### config.mk
export PLATFORM = sky130hd
export DESIGN_NAME = bally_video_timing
export DESIGN_NICKNAME = d
export VERILOG_FILES = /design/src/rtl/bally_video_pkg.sv /design/src/rtl/bally_lock_tracker.sv /design/src/rtl/bally_video_timing.sv
export SDC_FILE = /design/constraint.sdc
export NUM_CORES = 1
export LEC_CHECK = 0
export BUFFER_PORTS_ARGS = -buffer_cell sky130_fd_sc_hd__buf_4
export CAP_MARGIN = 10
export CORE_UTILIZATION = 58
export CTS_CLUSTER_SIZE = 25
export DETAILED_ROUTE_END_ITERATION = 6
export PLACE_DENSITY = 0.88
export SETUP_SLACK_MARGIN = 0.2
export SLEW_MARGIN = 20
export SYNTH_ARGS = -nofsm -noshare
export SYNTH_HDL_FRONTEND = slang
export SYNTH_HIERARCHICAL = 1
export SYNTH_SLANG_ARGS = --single-unit
### constraint.sdc
create_clock -name clk_sys -period 3.82 [get_ports clk_sys]
set_input_delay 0.191 -clock clk_sys [delete_from_list [all_inputs] [get_ports clk_sys]]
set_output_delay 0.191 -clock clk_sys [all_outputs]
set_load 0.005 [all_outputs]
### src/rtl/bally_video_pkg.sv
// Shared constants for the BALLY video timing regenerator.
// Defaults reproduce the original emu top-level timing.
package bally_video_pkg;

  localparam int CNT_W_DEF       = 16;
  localparam int CE_DIV_DEF      = 16;
  localparam int HB_START_DEF    = 214;
  localparam int HB_END_DEF      = 34;
  localparam int VB_START_DEF    = 255;
  localparam int VB_END_DEF      = 25;
  localparam int LOCK_FRAMES_DEF = 4;
  localparam int SHIFT_W         = 6;

endpackage

### src/rtl/bally_lock_tracker.sv
// Frame-length stability tracker.
// Raises locked after LOCK_FRAMES consecutive matching measurements.
module bally_lock_tracker
  import bally_video_pkg::*;
#(
  parameter int CNT_W       = CNT_W_DEF,
  parameter int LOCK_FRAMES = LOCK_FRAMES_DEF
) (
  input  logic             clk_sys,
  input  logic             reset,
  input  logic             upd,
  input  logic             v_sat,
  input  logic [CNT_W-1:0] new_len,
  input  logic [CNT_W-1:0] prev_len,
  output logic             locked
);

  localparam int LC_W = $clog2(LOCK_FRAMES + 1);
  localparam logic [LC_W-1:0] LC_MAX = LC_W'(LOCK_FRAMES);

  logic [LC_W-1:0] lock_ct_q, lock_ct_d;
  logic            locked_q, locked_d;

  always_comb begin
    lock_ct_d = lock_ct_q;
    if (upd) begin
      // a frame whose line counter pinned at max is never trusted
      if ((new_len == prev_len) && !v_sat) begin
        lock_ct_d = (lock_ct_q == LC_MAX) ? LC_MAX : lock_ct_q + LC_W'(1);
      end else begin
        lock_ct_d = '0;
      end
    end
    locked_d = (lock_ct_d == LC_MAX);
  end

  always_ff @(posedge clk_sys or posedge reset) begin
    if (reset) begin
      lock_ct_q <= '0;
      locked_q  <= 1'b0;
    end else begin
      lock_ct_q <= lock_ct_d;
      locked_q  <= locked_d;
    end
  end

  assign locked = locked_q;

endmodule

### src/rtl/bally_video_timing.sv
// Video timing regenerator: pixel divider, h/v counters, blank windows,
// line/frame measurement and lock indication for the BALLY core.
module bally_video_timing
  import bally_video_pkg::*;
#(
  parameter int CE_DIV      = CE_DIV_DEF,
  parameter int CNT_W       = CNT_W_DEF,
  parameter int HB_START    = HB_START_DEF,
  parameter int HB_END      = HB_END_DEF,
  parameter int VB_START    = VB_START_DEF,
  parameter int VB_END      = VB_END_DEF,
  parameter int LOCK_FRAMES = LOCK_FRAMES_DEF
) (
  input  logic               clk_sys,
  input  logic               reset,
  input  logic               hs_in,
  input  logic               vs_in,
  input  logic [SHIFT_W-1:0] h_shift,
  input  logic [SHIFT_W-1:0] v_shift,
  output logic               ce_pix,
  output logic               hsync,
  output logic               vsync,
  output logic               hblank,
  output logic               vblank,
  output logic [CNT_W-1:0]   h_cnt,
  output logic [CNT_W-1:0]   v_cnt,
  output logic [CNT_W-1:0]   line_len,
  output logic [CNT_W-1:0]   frame_lines,
  output logic               locked
);

  localparam int DIV_W = $clog2(CE_DIV);
  localparam logic [DIV_W-1:0] DIV_LAST = DIV_W'(CE_DIV - 1);
  localparam logic [CNT_W-1:0] CNT_MAX  = '1;

  function automatic logic [CNT_W-1:0] sat_inc(input logic [CNT_W-1:0] x);
    return (x == CNT_MAX) ? x : x + CNT_W'(1);
  endfunction

  // two guard bits keep base+shift exact before clamping
  function automatic logic [CNT_W-1:0] bound(
    input logic [CNT_W-1:0]          base,
    input logic signed [SHIFT_W-1:0] sh
  );
    logic signed [CNT_W+1:0] s;
    s = $signed({2'b00, base}) + (CNT_W+2)'(sh);
    if (s[CNT_W+1])   return '0;
    else if (s[CNT_W]) return CNT_MAX;
    else               return s[CNT_W-1:0];
  endfunction

  function automatic logic in_win(
    input logic [CNT_W-1:0] c,
    input logic [CNT_W-1:0] s,
    input logic [CNT_W-1:0] e
  );
    if (s > e) return (c >= s) || (c < e);
    else       return (c >= s) && (c < e);
  endfunction

  logic [DIV_W-1:0] div_q, div_d;
  logic             ce_pix_q, ce_pix_d;
  logic             hsync_q, hsync_d;
  logic             vsync_q, vsync_d;
  logic             hblank_q, hblank_d;
  logic             vblank_q, vblank_d;
  logic [CNT_W-1:0] h_cnt_q, h_cnt_d;
  logic [CNT_W-1:0] v_cnt_q, v_cnt_d;
  logic [CNT_W-1:0] line_len_q, line_len_d;
  logic [CNT_W-1:0] frame_lines_q, frame_lines_d;

  logic             tick;
  logic             hs_rise;
  logic             vs_rise;
  logic             lock_upd;
  logic [CNT_W-1:0] v_meas;

  assign tick     = (div_q == DIV_LAST);
  assign hs_rise  = hs_in & ~hsync_q;
  assign vs_rise  = hs_rise & vs_in & ~vsync_q;
  assign lock_upd = tick & vs_rise;
  assign v_meas   = sat_inc(v_cnt_q);

  always_comb begin
    div_d         = tick ? '0 : div_q + DIV_W'(1);
    ce_pix_d      = tick;
    hsync_d       = hsync_q;
    vsync_d       = vsync_q;
    h_cnt_d       = h_cnt_q;
    v_cnt_d       = v_cnt_q;
    line_len_d    = line_len_q;
    frame_lines_d = frame_lines_q;
    hblank_d      = hblank_q;
    vblank_d      = vblank_q;
    if (tick) begin
      hsync_d = hs_in;
      if (hs_rise) begin
        line_len_d = sat_inc(h_cnt_q);
        h_cnt_d    = '0;
        v_cnt_d    = v_meas;
        vsync_d    = vs_in;
        if (vs_rise) begin
          v_cnt_d       = '0;
          frame_lines_d = v_meas;
        end
      end else begin
        h_cnt_d = sat_inc(h_cnt_q);
      end
      // blank follows the counter values being loaded this tick
      hblank_d = in_win(h_cnt_d,
                        bound(CNT_W'(HB_START), $signed(h_shift)),
                        bound(CNT_W'(HB_END), $signed(h_shift)));
      vblank_d = in_win(v_cnt_d,
                        bound(CNT_W'(VB_START), $signed(v_shift)),
                        bound(CNT_W'(VB_END), $signed(v_shift)));
    end
  end

  always_ff @(posedge clk_sys or posedge reset) begin
    if (reset) begin
      div_q         <= '0;
      ce_pix_q      <= 1'b0;
      hsync_q       <= 1'b0;
      vsync_q       <= 1'b0;
      hblank_q      <= 1'b1;
      vblank_q      <= 1'b1;
      h_cnt_q       <= '0;
      v_cnt_q       <= '0;
      line_len_q    <= '0;
      frame_lines_q <= '0;
    end else begin
      div_q         <= div_d;
      ce_pix_q      <= ce_pix_d;
      hsync_q       <= hsync_d;
      vsync_q       <= vsync_d;
      hblank_q      <= hblank_d;
      vblank_q      <= vblank_d;
      h_cnt_q       <= h_cnt_d;
      v_cnt_q       <= v_cnt_d;
      line_len_q    <= line_len_d;
      frame_lines_q <= frame_lines_d;
    end
  end

  bally_lock_tracker #(
    .CNT_W       (CNT_W),
    .LOCK_FRAMES (LOCK_FRAMES)
  ) u_lock (
    .clk_sys  (clk_sys),
    .reset    (reset),
    .upd      (lock_upd),
    .v_sat    (v_cnt_q == CNT_MAX),
    .new_len  (v_meas),
    .prev_len (frame_lines_q),
    .locked   (locked)
  );

  assign ce_pix      = ce_pix_q;
  assign hsync       = hsync_q;
  assign vsync       = vsync_q;
  assign hblank      = hblank_q;
  assign vblank      = vblank_q;
  assign h_cnt       = h_cnt_q;
  assign v_cnt       = v_cnt_q;
  assign line_len    = line_len_q;
  assign frame_lines = frame_lines_q;

endmodule

==> impl_metrics.toml <==
[outcome]
run_status = "finished, final reports clean"

[pwr]
finalPower_mw = 1.77
powerDensity_mw_per_mm2 = 279
p_leak_nw = 3.02
vdd_drop_max_mv = 0.144

[timing]
fmax_ghz = 0.292
finalCritPeriodShare_pct = 89.8
finalCriticalPeriod_ns = 3.43
slew_viol_final = 0
setup_tns_ns = 0
fin_worst_skew_ns = 0.0119
setup_viol = 0
hold_viol_final = 0
tightest_slew_ns = 1.05
rsz0062_at_grt = "yes"
max_slew_margin_pct = 29.5

[layout]
finalNetCount = 752
nFillCells = 697
multi_input_area_sq_mm = 0.00327
seqCellArea_sq_mm = 0.00193
syn2layout_area_growth_pct = 16.9
layout-drive-gt1-share_pct = 22.2
final_common_cell = "nand2_1"
num_antenna_cells = 0
final_cell_mix = "nand2_1 (97), buf_4 (95), dfrtp_1 (71)"

[hold_path]
hold_start = "hs_in"
worst_hold_path.endpoint = "hsync$_DFFE_PP0P_"
hold_class = "input port to flip-flop"
hold_depth = 3

[floorplanning]
dieArea_sq_mm = 0.00974
fp-row-count = 34
core-area_sq_mm = 0.00889
io_pins = 86
die-width_um = 98.7
start_util_pct = 61.0
die_h_um = 98.7

[route]
vias_per_cell = 6.16
drt_iter0_markers = 338
postRouteAntennaNets = 0
finalWirelength_mm = 14.5
vias = 5014
drc = 0
dr.pass1.iters = 6
avgRoutedWirePerCell_um = 17.8

[yosys]
yosys_warnings = 6
synth_ff_type = "dfrtp_1"
synth_seq_cells = 77
synth_area_sq_mm = 0.00542
yosysSeqAreaShare_pct = 35.6
async_flop_share_pct = 100
synth_nets = 678
avgSynthCellArea_sq_um = 8.65
synth_cell_types = 67
netlist_instances = 627
synth-edff-count = 0

[job]
maxCapViolCount = 0

[grt]
grt_use_total_pct = 30.6
grt_pass1_vias = 4818
grt_max_degree = 52
antenna_found_initial = 0
overflow = 0
grt_pass1_wl_mm = 23.5

[worst_setup_path]
critPathArrivalTime_ns = 3.74
slowest_delay_ns = 0.53
r2r_slack_ns = 0.39
required_ns = 4.13
crit_path_top_delay_cell = "or4_1"
crit_path_frequent_cell = "nor2_1"
critPathLaunchType = "flip-flop"
path_max_fanout = 8
ff2ff_path_depth = 11
reg2reg_to = "hblank$_DFFE_PP1P_"
crit_chain = "nand4_2 -> nor4_4 -> nor2_1 -> and3_1 -> xnor2_1 -> nor2_1 -> ha_1 -> or4_1 -> a21oi_1 -> o221a_2 -> o32a_1"
worstSetupPathType = "flip-flop to flip-flop"
end_kind = "flip-flop"
reg2reg_from = "h_cnt[3]$_DFFE_PP0P_"

[cts]
cts_tree = "done"
numCtsBuffers = 9
cts_buffer_depth = 2
clk_pin_slew_ns = 0.09
cts_setup_buffers = 0
clock_latency_ns = 0.36
root_buffer = "clkbuf_8"
clock_sinks = 77
htreeDepth = 3

[place]
hpwl_mm = 10.7
place_congestion = 0.956
portBuffers = 85
flip-flops by register name (all words and copies together), names as in the netlist, 3 cells and up:
name,cells
line_len,16
u_lock/lock_ct_q,3
v_cnt,16
h_cnt,16
div_q,4
frame_lines,16
worst max path at each step:
stage | from | to | slack [ns]
final | h_cnt[3]$_DFFE_PP0P_ | hblank$_DFFE_PP1P_ | 0.39
after global routing | v_cnt[1]$_DFFE_PP0P_ | vblank$_DFFE_PP1P_ | 0.17
after CTS | v_cnt[13]$_DFFE_PP0P_ | vblank$_DFFE_PP1P_ | 0.26
after detailed placement | v_cnt[11]$_DFFE_PP0P_ | vblank$_DFFE_PP1P_ | 0.30
after global placement | v_cnt[0]$_DFFE_PP0P_ | vblank$_DFFE_PP1P_ | 0.46
after floorplan | v_cnt[1]$_DFFE_PP0P_ | vblank$_DFFE_PP1P_ | 0.52
report_power, final:
part / total [mW] / internal [mW] / switching [mW]
registers: 0.882 / 0.843 / 0.0393
logic: 0.310 / 0.140 / 0.171
clock network: 0.574 / 0.254 / 0.320
per-layer routing:
layer / up-vias / track usage [%] / wire [um]
li1: 2382 / - / -
met1: 2380 / 38.9 / 6050
met2: 215 / 53.0 / 7210
met3: 37 / 5.74 / 951
met4: 0 / 9.64 / 277
met5: - / 0 / 0
area by class of cell:
| cell class | count | area share [%] |
|---|---|---|
| multi-input combinational | 489 | 51.5 |
| tap | 108 | 2.13 |
| clock buffer | 11 | 2.23 |
| inverter | 28 | 1.66 |
| timing repair buffer | 96 | 11.4 |
| clock inverter | 5 | 0.533 |
| sequential | 77 | 30.5 |
repair_timing:
action | in CTS | in global routing
endpoints found under the setup margin | 0 | 3
endpoints found under the hold margin | 25 | 0
hold buffers | 1 | 0
resized for setup | 0 | 9
worst max-delay path: cells and delay by family (launching register included):
kind	cells	cell delay, ns
AOI/OAI and AO/OA	3	0.51
xor gates and xnor gates	1	0.26
adders and majority gates	1	0.22
DFF	1	0.52
and+or+nand+nor	6	1.87
per-stage QoR:
step	setup slack, ns	hold slack [ns]	utilization [%]	instance area, sq um	std cells
finish	0.390	0.0448	71.3	6340	814
global route	0.170	0.0461	71.3	6340	814
CTS	0.259	0.0467	71.1	6320	814
detailed placement	0.299	0.104	69.0	6140	797
global placement	0.461	0.0962	69.0	6140	797
floorplan	0.518	-0.0429	-	5420	627
synth_stat cells (3+ instances only):
cell type   n  area, sq um
o21ai_0    63          315
nand2b_1    6         37.5
a31oi_1    12         75.1
o31ai_1    12         90.1
nand4_1    12         75.1
clkbuf_1   20         75.1
ha_1       35          438
nor3_1      8         40.0
and3_1      4         25.0
dfrtp_1    75         1880
o22ai_1     5         31.3
mux2i_1     5         50.1
nor2b_1     6         37.5
nand3b_1    5         37.5
nor4_1      6         37.5
a21o_1      7         52.6
a22o_1      4         35.0
nor2_1     39          146
xor2_1     17          149
a21oi_1    25          125
inv_1      28          105
o21a_1      4         30.0
o2111ai_1   3         26.3
mux2_2     18          203
xnor2_1    27          236
nand2_1    97          364
nand3_1    21          105
buf_2      10         50.1
cell families after synthesis:
| kind of cell | Yosys count | share of synthesized area [%] |
|---|---|---|
| compound gates | 156 | 18.5 |
| xor+xnor | 44 | 7.10 |
| fa+ha+maj | 35 | 8.07 |
| buf+inv | 61 | 4.50 |
| flops | 77 | 35.6 |
| mux | 23 | 4.66 |
| other cells | 1 | 0.0691 |
| simple gates | 230 | 21.5 |
No activity file was read; power rests on OpenSTA's default activity.
